[config.mk]
export PLATFORM = sky130hd
export DESIGN_NAME = digit_scan_ctrl_flat
export DESIGN_NICKNAME = d
export VERILOG_FILES = /design/src/rtl/digit_scan_ctrl_if.sv /design/src/rtl/digit_scan_ctrl.sv /design/src/flat_wrapper.sv
export SDC_FILE = /design/constraint.sdc
export NUM_CORES = 1
export LEC_CHECK = 0
export ABC_AREA = 0
export ABC_CLOCK_PERIOD_IN_PS = 7600
export BUFFER_PORTS_ARGS = -buffer_cell sky130_fd_sc_hd__buf_2
export CORE_UTILIZATION = 31
export CTS_BUF_LIST = sky130_fd_sc_hd__clkbuf_16
export DETAILED_ROUTE_END_ITERATION = 16
export HOLD_SLACK_MARGIN = 0.12
export PLACE_DENSITY = 0.53
export SYNTH_ARGS = -nofsm -noshare
export SYNTH_HDL_FRONTEND = slang
export SYNTH_SLANG_ARGS = --single-unit
[constraint.sdc]
create_clock -name clk -period 7.6 [get_ports clk]
set_input_delay 1.52 -clock clk [delete_from_list [all_inputs] [get_ports clk]]
set_output_delay 1.52 -clock clk [all_outputs]
set_load 0.05 [all_outputs]
[src/rtl/digit_scan_ctrl_if.sv]
// digit_scan_ctrl_if: mode-logic <-> scan sequencer signals for the 8-digit display.
interface digit_scan_ctrl_if;
    logic       enable;
    logic [7:0] digit_en;
    logic [7:0] blink_en;
    logic       blink_tick;
    logic       rotate;
    logic [2:0] sel;
    logic [7:0] an_n;
    logic       frame_start;
    modport master (output enable, digit_en, blink_en, blink_tick, input rotate, sel, an_n, frame_start);
    modport slave (input enable, digit_en, blink_en, blink_tick, output rotate, sel, an_n, frame_start);
endinterface

[src/rtl/digit_scan_ctrl.sv]
// digit_scan_ctrl: blanked, skipping, blinking scan sequencer for an 8-digit mux display.
// Optional blink support is compiled in with the SCAN_BLINK_EN macro.
module digit_scan_ctrl #(
    parameter int TICK_DIV  = 100000,
    parameter int BLANK_CYC = 16
) (
    input logic clk,
    input logic rst,
    digit_scan_ctrl_if.slave bus
);
    typedef enum logic [1:0] {IDLE, BLANK, SHOW} state_t;
    localparam logic [31:0] BLANK_LAST = 32'(BLANK_CYC - 1);
    localparam logic [31:0] TICK_LAST  = 32'(TICK_DIV - 1);
    state_t      r_state;
    logic [31:0] r_cnt;
    logic [2:0]  r_sel;
    logic        r_rotate;
    logic [7:0]  r_an_n;
    logic        r_frame_start;
    logic        r_phase;
    logic [2:0]  w_sel;
    logic        w_blink;
    logic [7:0]  w_lit;
    // The external counter advances on the edge ending a rotate cycle, so decisions use the post-edge select.
    always_comb begin
        w_sel = r_sel + {2'b00, r_rotate};
`ifdef SCAN_BLINK_EN
        w_blink = r_phase & bus.blink_en[w_sel];
`else
        w_blink = 1'b0;
`endif
        w_lit = w_blink ? 8'hFF : ~(8'h01 << w_sel);
    end
    always_ff @(posedge clk) begin
        if (rst) begin
            r_state       <= IDLE;
            r_cnt         <= '0;
            r_sel         <= '0;
            r_rotate      <= 1'b0;
            r_an_n        <= 8'hFF;
            r_frame_start <= 1'b0;
            r_phase       <= 1'b0;
        end else begin
            r_sel         <= w_sel;
            r_frame_start <= r_rotate && r_sel == 3'd7;
`ifdef SCAN_BLINK_EN
            r_phase       <= r_phase ^ bus.blink_tick;
`else
            r_phase       <= 1'b0;
`endif
            r_rotate      <= 1'b0;
            r_an_n        <= 8'hFF;
            if (!bus.enable) begin
                r_state <= IDLE;
                r_cnt   <= '0;
            end else begin
                case (r_state)
                    IDLE: begin
                        r_state <= BLANK;
                        r_cnt   <= '0;
                    end
                    BLANK: begin
                        // Once expired the counter holds, giving one skip per cycle.
                        if (r_cnt != BLANK_LAST) r_cnt <= r_cnt + 32'd1;
                        else if (bus.digit_en[w_sel]) begin
                            r_state <= SHOW;
                            r_cnt   <= '0;
                            r_an_n  <= w_lit;
                        end else if (|bus.digit_en) r_rotate <= 1'b1;
                    end
                    SHOW: begin
                        if (r_cnt == TICK_LAST) begin
                            r_state <= BLANK;
                            r_cnt   <= '0;
                        end else begin
                            r_cnt    <= r_cnt + 32'd1;
                            r_an_n   <= w_lit;
                            r_rotate <= r_cnt == TICK_LAST - 32'd1;
                        end
                    end
                    default: r_state <= IDLE;
                endcase
            end
        end
    end
    assign bus.rotate      = r_rotate;
    assign bus.sel         = r_sel;
    assign bus.an_n        = r_an_n;
    assign bus.frame_start = r_frame_start;
endmodule

[src/flat_wrapper.sv]
// flat-port wrapper written by rule: the top's interface ports become plain ports
module digit_scan_ctrl_flat 
#(
    parameter int TICK_DIV  = 100000,
    parameter int BLANK_CYC = 16
)
  (clk, rst, bus_enable, bus_digit_en, bus_blink_en, bus_blink_tick, bus_rotate, bus_sel, bus_an_n, bus_frame_start);
  digit_scan_ctrl_if bus_i ();
  input logic clk;
  input logic rst;
  input wire logic [$bits(bus_i.enable)-1:0] bus_enable;
  input wire logic [$bits(bus_i.digit_en)-1:0] bus_digit_en;
  input wire logic [$bits(bus_i.blink_en)-1:0] bus_blink_en;
  input wire logic [$bits(bus_i.blink_tick)-1:0] bus_blink_tick;
  output wire logic [$bits(bus_i.rotate)-1:0] bus_rotate;
  output wire logic [$bits(bus_i.sel)-1:0] bus_sel;
  output wire logic [$bits(bus_i.an_n)-1:0] bus_an_n;
  output wire logic [$bits(bus_i.frame_start)-1:0] bus_frame_start;
  assign bus_i.enable = bus_enable;
  assign bus_i.digit_en = bus_digit_en;
  assign bus_i.blink_en = bus_blink_en;
  assign bus_i.blink_tick = bus_blink_tick;
  assign bus_rotate = bus_i.rotate;
  assign bus_sel = bus_i.sel;
  assign bus_an_n = bus_i.an_n;
  assign bus_frame_start = bus_i.frame_start;
  digit_scan_ctrl #(.TICK_DIV(TICK_DIV), .BLANK_CYC(BLANK_CYC)) u_core (.clk(clk), .rst(rst), .bus(bus_i));
endmodule
==> results of run 1 <==
## cell type report
cell class,count,area [um^2]
Clock buffer,5,125
Clock inverter,3,16.3
Fill cell,875,5290
Inverter,4,15.0
Multi-Input combinational cell,257,1600
Sequential cell,47,941
Tap cell,105,131
Timing Repair Buffer,26,138
## registers in the layout, indices dropped and copies added, names as in the netlist
signal and cells:
u_core.bus.an_n 8, u_core.bus.frame_start 1, u_core.bus.rotate 1, u_core.bus.sel 3
u_core.r_cnt 32, u_core.r_state 2
## through the flow
step	total power [mW]	setup WS, ps	utilization, %	std cells
after floorplan	0.287	4470	-	328
final	0.508	4060	35.9	447
after global routing	0.529	3850	35.9	447
after global placement	0.298	3760	34.2	439
after detailed placement	0.299	3770	34.2	439
after CTS	0.515	4050	35.9	447
## routing by layer
layer  vias to the layer above  GRT usage (%)  wire length [um]
li1                       1272              -                 -
met1                      1246           22.9              3440
met2                        78           28.7              3280
met3                         4           3.14               434
met4                         0           3.91                37
met5                         -              0                 0
## final timing paths
kind                          start                      to  slack (ps)  depth (start not counted)
setup / recovery    bus_digit_en[3]        u_core.r_cnt[12]        4060                          7
hold / removal    u_core.bus.sel[1]  u_core.bus.frame_start         450                          2
setup reg to reg   u_core.r_cnt[24]         u_core.r_cnt[3]        4380                          6
hold reg to reg   u_core.bus.sel[1]  u_core.bus.frame_start         450                          2
## synthesized netlist by cell type (all sizes together) (3+ instances only)
cell,count,share of area [%]
clkbuf,12,1.7
nor3,10,1.9
o22ai,14,3.3
nor2,23,3.3
nor2b,3,0.71
inv,4,0.57
nor3b,8,2.3
or3,15,3.5
a21oi,18,3.4
nand2,40,5.7
nand3,15,2.8
buf,8,2.3
a32o,14,5.3
nand4,8,1.9
ha,8,3.8
dfxtp,47,35
o21ai,25,5.1
nand2b,3,0.71
and3,6,1.4
nor4,15,3.5
or4,10,2.8
## power groups by stage
stage / clock network, mW / logic (mW) / registers, mW
detailed placement: 0 / 0.0435 / 0.255
global route: 0.232 / 0.0480 / 0.250
global placement: 0 / 0.0431 / 0.255
CTS: 0.221 / 0.0438 / 0.250
finish: 0.215 / 0.0435 / 0.250
floorplan: 0 / 0.0259 / 0.261
## tightest hold or removal path, stage by stage (launching register included)
cell and delay, ps:
dfxtp_1 320, nand2_1 60, nor2_1 40
## layout by cell type (no fill, tap or decap), drive strengths merged, types with 3 or more instances in the layout
cell	netlist	final
nand3	15	15
o22ai	14	14
ha	8	8
nor4	15	15
a21oi	18	18
or4	10	10
and3	6	6
buf	8	26
nor2	23	23
o21ai	25	25
inv	4	5
nand4	8	8
dfxtp	47	47
a32o	14	14
nor2b	3	3
nor3b	8	8
nand2b	3	3
nand2	40	40
or3	15	15
nor3	10	10
clkbuf	12	5
## kinds of logic (layout without fill, tap and decap cells)
group           count (synthesis)  in the layout
simple gates                  163            163
compound gates                 81             81
flops                          47             47
buf+inv                        24             38
fa+ha+maj                       8              8
mux                             3              3
xor+xnor                        2              2
==> impl_metrics.yaml, run 1 <==
timing:
  rsz0062_at_grt: "false"
  finalSetupViolations: 0
  fin_tns_setup_ps: 0
  slew_headroom_pct: 42.6
  final.min_clock_period_ps: 3540
  drv_slew: 0
  worst_pin_slew_ps: 858
  fin_worst_skew_ps: 8.71
  clock.fmax_ghz: 0.282
  holdWs_ps: 452
  post-route-period-util_pct: 46.6
  hold_viol: 0
logic_synthesis:
  synth_top_family_by_area: "simple AND/OR/NAND/NOR gates"
  synth_mux_area_share_pct: 2.07
  synth_compound_gate_area_share_pct: 21.0
  syn_avg_cell_area_um2: 8.10
  synth-simple-area-share_pct: 32.5
  yosysWarningCount: 0
  async_flop_share_pct: 0
  synthFlopType: "dfxtp_1"
  ys_seq_elements: 47
  synthDistinctLibCells: 45
  seq_area_frac_synth_pct: 35.4
  synth-edff-count: 0
  synthAdderAreaFrac_pct: 3.77
  syn_inst: 328
  netlist_area_um2: 2660
  syn_nets: 356
  synth_xor_area_share_pct: 0.659
cts:
  cts_tree: "yes"
  cts_setup_buffers: 0
  clk_latency_ps: 290
  numCtsBuffers: 5
  clk_pin_slew_ps: 60
  cts_root_buf: "clkbuf_16"
  cts_sinks: 47
  cts_buffer_depth: 2
  cts_resized: 0
  htree_levels: 2
  cts_hold_buf: 0
status:
  run_status: "finished clean"
place:
  hpwl_um: 4660
  placed_area_um2: 2830
  numPortBuffers: 23
  gp_congestion: 0.794
power_and_ir_drop:
  p_per_area_nw_per_um2: 171
  p_switching_mw: 0.126
  vdd_ir_drop_max_uv: 83.7
  comb_power_share_pct: 8.5
  swShare_pct: 24.9
  p_int_mw: 0.382
  p_leak_nw: 0.936
  p_clk_share_pct: 42.3
  seq_power_share_pct: 49.1
floorplanning:
  rows: 33
  core_region_area_um2: 8260
  dieWidth_um: 94.6
  initial_core_util_pct: 32.2
  pin_count: 33
  dieArea_um2: 8940
  fp.dieH_um: 94.6
final_layout:
  drive_above_1_share_pct: 12.0
  finalNetCount: 369
  n_antenna_cell: 0
  post-route-cell-area_um2: 2970
  area_growth_pct: 11.7
worst_hold_path:
  hp-class: "reg -> reg"
route:
  final_antenna_net_count: 0
  totalWireLength_um: 7190
  drc_errors: 0
  vias: 2600
  wl_per_cell_um: 16.1
  dr.pass1.iters: 4
  via_per_inst: 5.82
  drtIter0Drc: 159
critical_path:
  worstSetupPathType: "in -> reg"
  critPathCaptureType: "flop"
  slowest_delay_ps: 560
  worst-path-buf-inv: 1
  critPathSlowestCell: "o31a_1"
  crit_path_cell_trace: "buf_2 > mux4_2 > nand2_1 > nand3_1 > o31a_1 > nand2_1 > o32ai_1"
  cp-start-kind: "input pin"
  worstPathRequired_ps: 7750
  cpMostUsedCell: "nand2_1"
  crit_fanout: 15
  critPathArrivalTime_ps: 3690
  crit_family: "simple AND/OR/NAND/NOR gates"
run:
  drv_cap: 0
global_route:
  grt_usage_pct: 17.2
  grt_pass1_wl_um: 12100
  grt-ovfl-total: 0
  antenna_found_initial: 0
  grt_max_degree: 36
  grt_pass1_vias: 2429
No activity file was read; power rests on OpenSTA's default activity.
==> run 2: changes to the inputs <==
--- a/config.mk
+++ b/config.mk
@@ -5,14 +5,14 @@
 export SDC_FILE = /design/constraint.sdc
 export NUM_CORES = 1
 export LEC_CHECK = 0
-export ABC_AREA = 0
-export ABC_CLOCK_PERIOD_IN_PS = 7600
+export ABC_AREA = 1
+export ABC_CLOCK_PERIOD_IN_PS = 3700
 export BUFFER_PORTS_ARGS = -buffer_cell sky130_fd_sc_hd__buf_2
 export CORE_UTILIZATION = 31
 export CTS_BUF_LIST = sky130_fd_sc_hd__clkbuf_16
 export DETAILED_ROUTE_END_ITERATION = 16
 export HOLD_SLACK_MARGIN = 0.12
-export PLACE_DENSITY = 0.53
+export PLACE_DENSITY = 0.52
 export SYNTH_ARGS = -nofsm -noshare
 export SYNTH_HDL_FRONTEND = slang
 export SYNTH_SLANG_ARGS = --single-unit
==> constraint.sdc (replaced) <==
create_clock -name clk -period 3.7 [get_ports clk]
set_input_delay 0.74 -clock clk [delete_from_list [all_inputs] [get_ports clk]]
set_output_delay 0.74 -clock clk [all_outputs]
set_load 0.05 [all_outputs]
==> run 2 against run 1 <==
Hold slack gained 32 ps. Power increased by 130%. Setup slack worse by 2900 ps. Final area increased by 26%. Non-clock buffer count is 2 lower. Sequential power up 110%. Largest power group is now the clock network.
==> impl_metrics.yaml, run 2 <==
status:
  run_status: "finished clean"
timing:
  finalSetupViolations: 0
  final.min_clock_period_ps: 2560
  fin_tns_setup_ps: 0
  rsz0062_at_grt: "false"
  clock.fmax_ghz: 0.390
  drv_slew: 0
  fin_worst_skew_ps: 9.25
  hold_viol: 0
  slew_headroom_pct: 52.3
  worst_pin_slew_ps: 715
  post-route-period-util_pct: 69.3
floorplanning:
  core_region_area_um2: 10400
  pin_count: 33
  rows: 37
  fp.dieH_um: 106
  initial_core_util_pct: 32.3
  dieWidth_um: 106
  dieArea_um2: 11300
logic_synthesis:
  syn_nets: 622
  seq_area_frac_synth_pct: 27.9
  syn_inst: 594
  yosysWarningCount: 0
  yosys.area.top_type: "dfxtp_1"
  syn_avg_cell_area_um2: 5.67
  yosysMostFrequentCell: "nand2_1"
  netlist_area_um2: 3370
  synth_common_cells: "nand2_1, nor2_1, inv_1, dfxtp_1, nand3_1"
  async_flop_share_pct: 0
  synthDistinctLibCells: 29
  synth_area_leaders: "dfxtp_1, nand2_1, nor2_1"
  synthFlopType: "dfxtp_1"
  synth_top_cell_area_share_pct: 27.9
  ys_seq_elements: 47
  synth-edff-count: 0
cts:
  cts_resized: 0
  numCtsBuffers: 5
  cts_hold_buf: 0
  cts_setup_buffers: 0
  htree_levels: 2
  cts_root_buf: "clkbuf_16"
  cts_tree: "yes"
  cts_sinks: 47
  cts_buffer_depth: 2
  clk_latency_ps: 290
  clk_pin_slew_ps: 70
critical_path:
  worstSetupPathType: "reg -> reg"
  critPathCaptureType: "flop"
  r2r_setup_slack_ps: 1140
  worstPathRequired_ps: 3930
  crit_fanout: 37
  cp-start-kind: "flop"
  critPathArrivalTime_ps: 2790
route:
  via_per_inst: 4.65
  vias: 3463
  drtIter0Drc: 202
  final_antenna_net_count: 0
  dr.pass1.iters: 4
  totalWireLength_um: 9030
  wl_per_cell_um: 12.1
  drc_errors: 0
final_layout:
  top_register: "u_core.r_cnt"
  drive_above_1_share_pct: 7.88
  largest_reg_flops: 32
  area_growth_pct: 10.8
  n_antenna_cell: 0
  finalNetCount: 636
  final_common_cell: "nand2_1"
  post-route-cell-area_um2: 3730
  fin_util_pct: 35.9
  final_cell_mix: "nand2_1, nor2_1, inv_1"
global_route:
  grt_pass1_wl_um: 15600
  antenna_found_initial: 0
  grt-ovfl-total: 0
  grt_usage_pct: 17.3
  grt_pass1_vias: 3222
  grt_max_degree: 38
place:
  gp_congestion: 0.898
  placed_area_um2: 3570
  hpwl_um: 6640
  numPortBuffers: 23
run:
  drv_cap: 0
power_and_ir_drop:
  vdd_ir_drop_max_uv: 208
  p_leak_nw: 1.45
  p_per_area_nw_per_um2: 317
  p_total_mw: 1.18
worst_hold_path:
  hp-class: "reg -> reg"
[run 2: cell types whose count changed after synthesis, moves of 11 or more]
cell	change
nor2_1	+114
nand3_1	+23
o22ai_1	-14
a32o_1	-14
xor2_1	+11
nor4_1	-13
nand2_1	+168
inv_1	+63
or3_1	-15
[run 2: logic make-up (layout without fill, tap and decap cells)]
kind of cell	Yosys count	count (layout)	synth area share [%]
fa+ha+maj	8	8	2.97
xor+xnor	13	13	3.60
compound gates	33	33	5.72
flops	47	47	27.9
simple gates	407	407	49.2
buf+inv	86	101	10.6
[run 2: worst max-delay path: stages (launching register included)]
cell	delay (ps)
dfxtp_1	340
ha_1	190
ha_1	340
inv_1	160
nand2_1	90
nand2_1	60
nand2_1	40
nand2_1	90
nand3_2	270
nand2_4	480
inv_4	190
nand2_1	110
nand2_1	50
nor2_1	80
[run 2: metrics by stage]
step	hold slack, ps	setup WS, ps	std cells
2_1_floorplan	490	1580	594
3_3_place_gp	477	1160	737
3_5_place_dp	484	1130	737
4_1_cts	494	1110	745
5_1_grt	533	870	745
6_report	484	1140	745
[run 2: power by group]
group          total [mW]  switching, mW  leakage, nW  internal (mW)
sequential          0.518        0.00419        0.379          0.513
combinational       0.141          0.106        0.991         0.0355
clock               0.526          0.207       0.0838          0.319
total                1.18          0.317         1.45          0.868
[run 2: worst paths after layout]
check                                        from                     end  cells after the start
worst max register to register  u_core.bus.rotate        u_core.r_cnt[10]                     13
worst min-delay path            u_core.bus.sel[0]  u_core.bus.frame_start                      2
worst min register to register  u_core.bus.sel[0]  u_core.bus.frame_start                      2
worst max-delay path            u_core.bus.rotate        u_core.r_cnt[10]                     13
[run 2: area by class of cell]
class | instances | area, um^2
Inverter | 69 | 262
Timing Repair Buffer | 24 | 123
Sequential cell | 47 | 941
Clock inverter | 3 | 43.8
Multi-Input combinational cell | 461 | 2070
Fill cell | 1175 | 6680
Clock buffer | 5 | 125
Tap cell | 136 | 170
[run 2: routing by layer]
layer | vias to the layer above | part of all wire [%] | GRT usage, %
met3 | 9 | 5.0 | 2.33
li1 | 1849 | - | -
met5 | - | 0 | 0
met4 | 0 | 1.2 | 3.97
met1 | 1526 | 51 | 23.8
met2 | 79 | 43 | 28.7
